### config.mk
export PLATFORM = sky130hd
export DESIGN_NAME = ga_phase_controller
export DESIGN_NICKNAME = d
export VERILOG_FILES = /design/src/rtl/ga_phase_controller.sv
export SDC_FILE = /design/constraint.sdc
export NUM_CORES = 1
export LEC_CHECK = 0
export ABC_AREA = 1
export CAP_MARGIN = 20
export CORE_MARGIN = 1.5
export CORE_UTILIZATION = 52
export DETAILED_ROUTE_END_ITERATION = 10
export GPL_ROUTABILITY_DRIVEN = 0
export PLACE_DENSITY = 0.74
export SLEW_MARGIN = 0
export SYNTH_ARGS = -nofsm -noshare
export SYNTH_HDL_FRONTEND = slang
export SYNTH_SLANG_ARGS = --single-unit
### constraint.sdc
create_clock -name CLOCK_50 -period 2.2 [get_ports CLOCK_50]
set_clock_uncertainty 0.15 [all_clocks]
set_input_delay 0.22 -clock CLOCK_50 [delete_from_list [all_inputs] [get_ports CLOCK_50]]
set_output_delay 0.22 -clock CLOCK_50 [all_outputs]
set_load 0.005 [all_outputs]
### src/rtl/ga_phase_controller.sv
// ga_phase_controller: generation sequencer driving the shared state_controller bus of the GA datapath.
// Define GA_STALL_RESTART_EN to re-initialise the population after stallLimit generations without improvement.
module ga_phase_controller #(
  parameter int primaryInputCount = 8,
  parameter logic [15:0] maxGenerations = 16'd1000,
  parameter logic [19:0] phaseTimeout = 20'd65535,
  parameter logic [7:0] stallLimit = 8'd50
) (
  input  logic CLOCK_50,
  input  logic reset,
  input  logic start,
  input  logic initDone,
  input  logic evalDone,
  input  logic sortDone,
  input  logic [3:0] state_mutationFSM,
  input  logic [primaryInputCount+1:0] bestFitness,
  input  logic [primaryInputCount+1:0] targetFitness,
  output logic [2:0] state_controller,
  output logic phaseStart,
  output logic [15:0] generation,
  output logic [primaryInputCount+1:0] bestFitnessReg,
  output logic finished,
  output logic timeoutErr
);
  typedef enum logic [2:0] {
    IDLE = 3'b000, INIT = 3'b001, EVAL = 3'b010, MUTATE = 3'b011,
    SORT = 3'b100, CHECK = 3'b101, DONE = 3'b110, UNUSED = 3'b111
  } phase_t;
  phase_t state, nextState;
  logic [19:0] watchdog;
  logic working, timedOut, improved, terminate, launch, restart;
`ifdef GA_STALL_RESTART_EN
  logic [7:0] stallCount, stallNext;
`else
  logic unusedStallLimit;
  assign unusedStallLimit = ^stallLimit;
`endif
  assign state_controller = state;
  always_comb begin
    working = state inside {INIT, EVAL, SORT, MUTATE};
    timedOut = working && watchdog == phaseTimeout - 20'd1;
    improved = bestFitness > bestFitnessReg;
    terminate = bestFitness >= targetFitness || generation == maxGenerations - 16'd1;
    launch = (state == IDLE || state == DONE) && start;
`ifdef GA_STALL_RESTART_EN
    stallNext = improved ? 8'd0 : stallCount + 8'd1;
    restart = !terminate && stallNext >= stallLimit;
`else
    restart = 1'b0;
`endif
    nextState = state;
    if (timedOut) nextState = DONE;
    else case (state)
      IDLE, DONE: if (start) nextState = INIT;
      INIT: if (initDone) nextState = EVAL;
      EVAL: if (evalDone) nextState = SORT;
      SORT: if (sortDone) nextState = CHECK;
      MUTATE: if (state_mutationFSM == 4'b1001) nextState = EVAL;
      CHECK: nextState = terminate ? DONE : restart ? INIT : MUTATE;
      default: nextState = IDLE;
    endcase
  end
  always_ff @(posedge CLOCK_50 or posedge reset) begin
    if (reset) begin
      state <= IDLE;
      phaseStart <= 1'b0;
      generation <= '0;
      bestFitnessReg <= '0;
      finished <= 1'b0;
      timeoutErr <= 1'b0;
      watchdog <= '0;
`ifdef GA_STALL_RESTART_EN
      stallCount <= '0;
`endif
    end else begin
      state <= nextState;
      phaseStart <= nextState != state && nextState inside {INIT, EVAL, SORT, MUTATE};
      finished <= nextState == DONE;
      watchdog <= nextState != state ? 20'd0 : working ? watchdog + 20'd1 : watchdog;
      if (timedOut) timeoutErr <= 1'b1;
      if (launch) begin
        generation <= '0;
        bestFitnessReg <= '0;
        timeoutErr <= 1'b0;
`ifdef GA_STALL_RESTART_EN
        stallCount <= '0;
`endif
      end else if (state == CHECK) begin
        if (improved) bestFitnessReg <= bestFitness;
        if (!terminate && !restart && generation != 16'hFFFF) generation <= generation + 16'd1;
`ifdef GA_STALL_RESTART_EN
        stallCount <= restart ? 8'd0 : stallNext;
`endif
      end
    end
  end
endmodule

==> results of run 1 <==
cells in the final DEF (no fill, tap or decap), types with 6 or more instances in the layout:
| cell type | n |
|---|---|
| nor3_1 | 16 |
| buf_4 | 35 |
| o31ai_1 | 6 |
| dfrtp_1 | 49 |
| ha_1 | 13 |
| nand2_1 | 91 |
| nor2_1 | 31 |
| xor2_1 | 18 |
| dlymetal6s2s_1 | 15 |
| ha_4 | 9 |
| inv_1 | 55 |
| a21oi_1 | 8 |
| nand4_1 | 11 |
| nor3_2 | 20 |
| o21ai_1 | 7 |
| inv_2 | 20 |
| clkdlybuf4s50_1 | 41 |
| xnor2_1 | 7 |
| clkbuf_8 | 6 |
| o21ai_0 | 11 |
| nand2_2 | 15 |
| nand3_1 | 31 |
layer usage:
metal	track usage, %	vias to the layer above	wire length, um
met5	0	-	0
met1	31.6	1735	4150
met4	6.64	0	159
met2	43.7	128	5140
met3	2.54	15	548
li1	-	1759	-
worst min-delay path, cell delays in order:
cell and delay (ps):
clkdlybuf4s50_1 410, inv_2 70, buf_12 260
sequential cells by signal, indices dropped and copies added, names as in the netlist:
signal	cells
watchdog	20
phaseStart	1
finished	1
bestFitnessReg	10
state_controller	3
generation	16
timeoutErr	1
Yosys cell counts, drive strengths merged:
master / count
nand2: 109
inv: 77
dfrtp: 52
nor3: 41
nand3: 40
nor2: 40
ha: 23
o21ai: 18
xor2: 18
nand4: 11
a21oi: 9
buf: 8
xnor2: 7
o31ai: 6
nor4: 3
or2: 3
clkbuf: 2
o2111ai: 2
a22o: 1
a311oi: 1
a31oi: 1
clkinv: 1
nand3b: 1
o22ai: 1
o41ai: 1
report_power, final:
part / total, W / switching, W / internal [W] / leakage (nW)
logic: 0.00318 / 0.00169 / 0.00149 / 1.61
clock network: 0.000583 / 0.000327 / 0.000257 / 0.0445
registers: 0.00132 / 0.000181 / 0.00114 / 0.712
total: 0.00508 / 0.00220 / 0.00288 / 2.37
layout make-up:
class,count,area share (%)
sequential,52,24.8
clock inverter,1,0.143
tap,96,2.29
inverter,78,5.74
multi-input combinational,337,44.6
timing repair buffer,105,20.8
clock buffer,7,1.64
repair_timing:
| item | CTS | global route |
|---|---|---|
| endpoints found under the setup margin | 33 | 48 |
| gates cloned | 3 | 3 |
| pin swaps | 9 | 22 |
| hold endpoints to repair | 0 | 0 |
| setup buffers | 2 | 9 |
| resized for setup | 29 | 66 |
cells by family after synthesis:
logic type      count (synthesis)  synth area share, %
simple gates                  248                 34.7
buf+inv                        88                 10.1
flops                          52                 34.9
compound gates                 40                 6.68
xor+xnor                       25                 5.87
fa+ha+maj                      23                 7.72
through the flow:
| step | cell area, sq um | worst slack [ps] | setup TNS (ps) | hold WS [ps] |
|---|---|---|---|---|
| 2_1_floorplan | 3730 | 301 | 0 | 187 |
| 3_3_place_gp | 4620 | -476 | -15200 | 359 |
| 3_5_place_dp | 4620 | -515 | -18000 | 367 |
| 4_1_cts | 4880 | -3.25 | -3.98 | 134 |
| 5_1_grt | 5260 | -62.4 | -734 | 178 |
| 6_report | 5260 | 67.7 | 0 | 120 |
worst min path at each step:
stage | start | to | slack (ps)
after floorplan | bestFitness[6] | bestFitnessReg[6] | 190
after global placement | bestFitnessReg[4] | bestFitnessReg[4] | 360
after detailed placement | bestFitnessReg[2] | bestFitnessReg[2] | 370
after CTS | reset | bestFitnessReg[5] | 130
after global routing | reset | generation[13] | 180
final | reset | bestFitnessReg[4] | 120
==> flow_metrics.tcl, run 1 <==
set metrics [dict create \
    status "completed" \
    die_w_um 87.7 \
    htree_levels 2 \
    core_sq_um 6870 \
    multi_input_area_sq_um 2340 \
    synth_cell_types 40 \
    final_cells 676 \
    r2r-start "generation[1]" \
    cpPeakStageDelay_ps 410 \
    slowest_stage "dfrtp_1" \
    synth.area.top_cells "dfrtp_1 35%, nand2_1 10%, ha_1 7.7%" \
    grt_pass1_wl_um 15000 \
    insertion_delay_ps 310 \
    dp.cells 651 \
    io_pins 62 \
    start_util_pct 54.3 \
    cts_buffer_depth 2 \
    diodes 0 \
    fin_crit_ps 2130 \
    num_rows 30 \
    grt.overflow.total 0 \
    hold_class "in -> async" \
    dp.final_hpwl_um 6330 \
    drt_iter0_markers 195 \
    r2r_slack_ps 70 \
    antenna_found_initial 0 \
    crit_arrival_ps 2210 \
    dieArea_sq_um 7690 \
    crit_buf_inv 2 \
    crit_required_ps 2280 \
    cts_tree "built" \
    crit_fanout 10 \
    crit_chain "ha_1, inv_1, nor3_1, nand3_2, nand2_2, nand2_2, nand4_1, nand2_4, buf_16, nor3_2" \
    synth_seq_area_share_pct 34.9 \
    grt_pass1_vias 3354 \
    cts_buffers 5 \
    ant_nets 0 \
    cp-end-kind "register" \
    setup_viol 0 \
    grt_max_degree 53 \
    wl_um 10000 \
    start_kind "register" \
    crit_cells 10 \
    ctsHoldBuffers 0 \
    fin_nets 632 \
    drv_cap 0 \
    power_leakage_nw 2.37 \
    clk_root_buffer_cell "clkbuf_8" \
    r2r_cells 10 \
    ys_ff_latch 52 \
    power-per-cell-area_nw_per_um2 967 \
    synth.avg_cell_area_sq_um 7.83 \
    syn_nets 529 \
    cts.sink_count 52 \
    r2r-end "watchdog[16]" \
    clk_pin_slew_ps 100 \
    max_freq_ghz 0.469 \
    finalCritPeriodShare_pct 96.9 \
    drc_errors 0 \
    routedWlPerCell_um 14.8 \
    critPathTopFamily "simple AND/OR/NAND/NOR gates" \
    die_h_um 87.7 \
    maxSlewViolCount 0 \
    track_usage_pct 24.5 \
    synth.top_cell.area_share_pct 34.9 \
    tightest_slew_ps 364 \
    cpMostUsedCell "nand2_2" \
    peakVddDrop_mv 0.633 \
    yosys.area.top_type "dfrtp_1" \
    ys_warn_count 0 \
    nFillCells 481 \
    port-buffer-count 61 \
    path_class "reg -> reg" \
    fin_util_pct 76.5 \
    syn_to_final_growth_pct 41.0 \
    synthCells 476 \
    layout-drive-gt1-share_pct 27.1 \
    power_w 0.00508 \
    register_area_sq_um 1310 \
    hold_viol_final 0 \
    firstDrtPassIters 4 \
    syn_area_sq_um 3730 \
    viasPerCell 5.38 \
    vias 3637 \
    maxSlewHeadroom_pct 75.6 \
    startpoint "generation[1]" \
    critPathCapture "watchdog[16]" \
]
Note: power is estimated with default switching activity, not from simulation.
==> inputs of run 2 (changes only) <==
--- a/config.mk
+++ b/config.mk
@@ -6,7 +6,6 @@
 export NUM_CORES = 1
 export LEC_CHECK = 0
 export ABC_AREA = 1
-export CAP_MARGIN = 20
 export CORE_MARGIN = 1.5
 export CORE_UTILIZATION = 52
 export DETAILED_ROUTE_END_ITERATION = 10
==> results of run 2 <==
The final DEF is identical to that of run 1; final timing and power are the same.
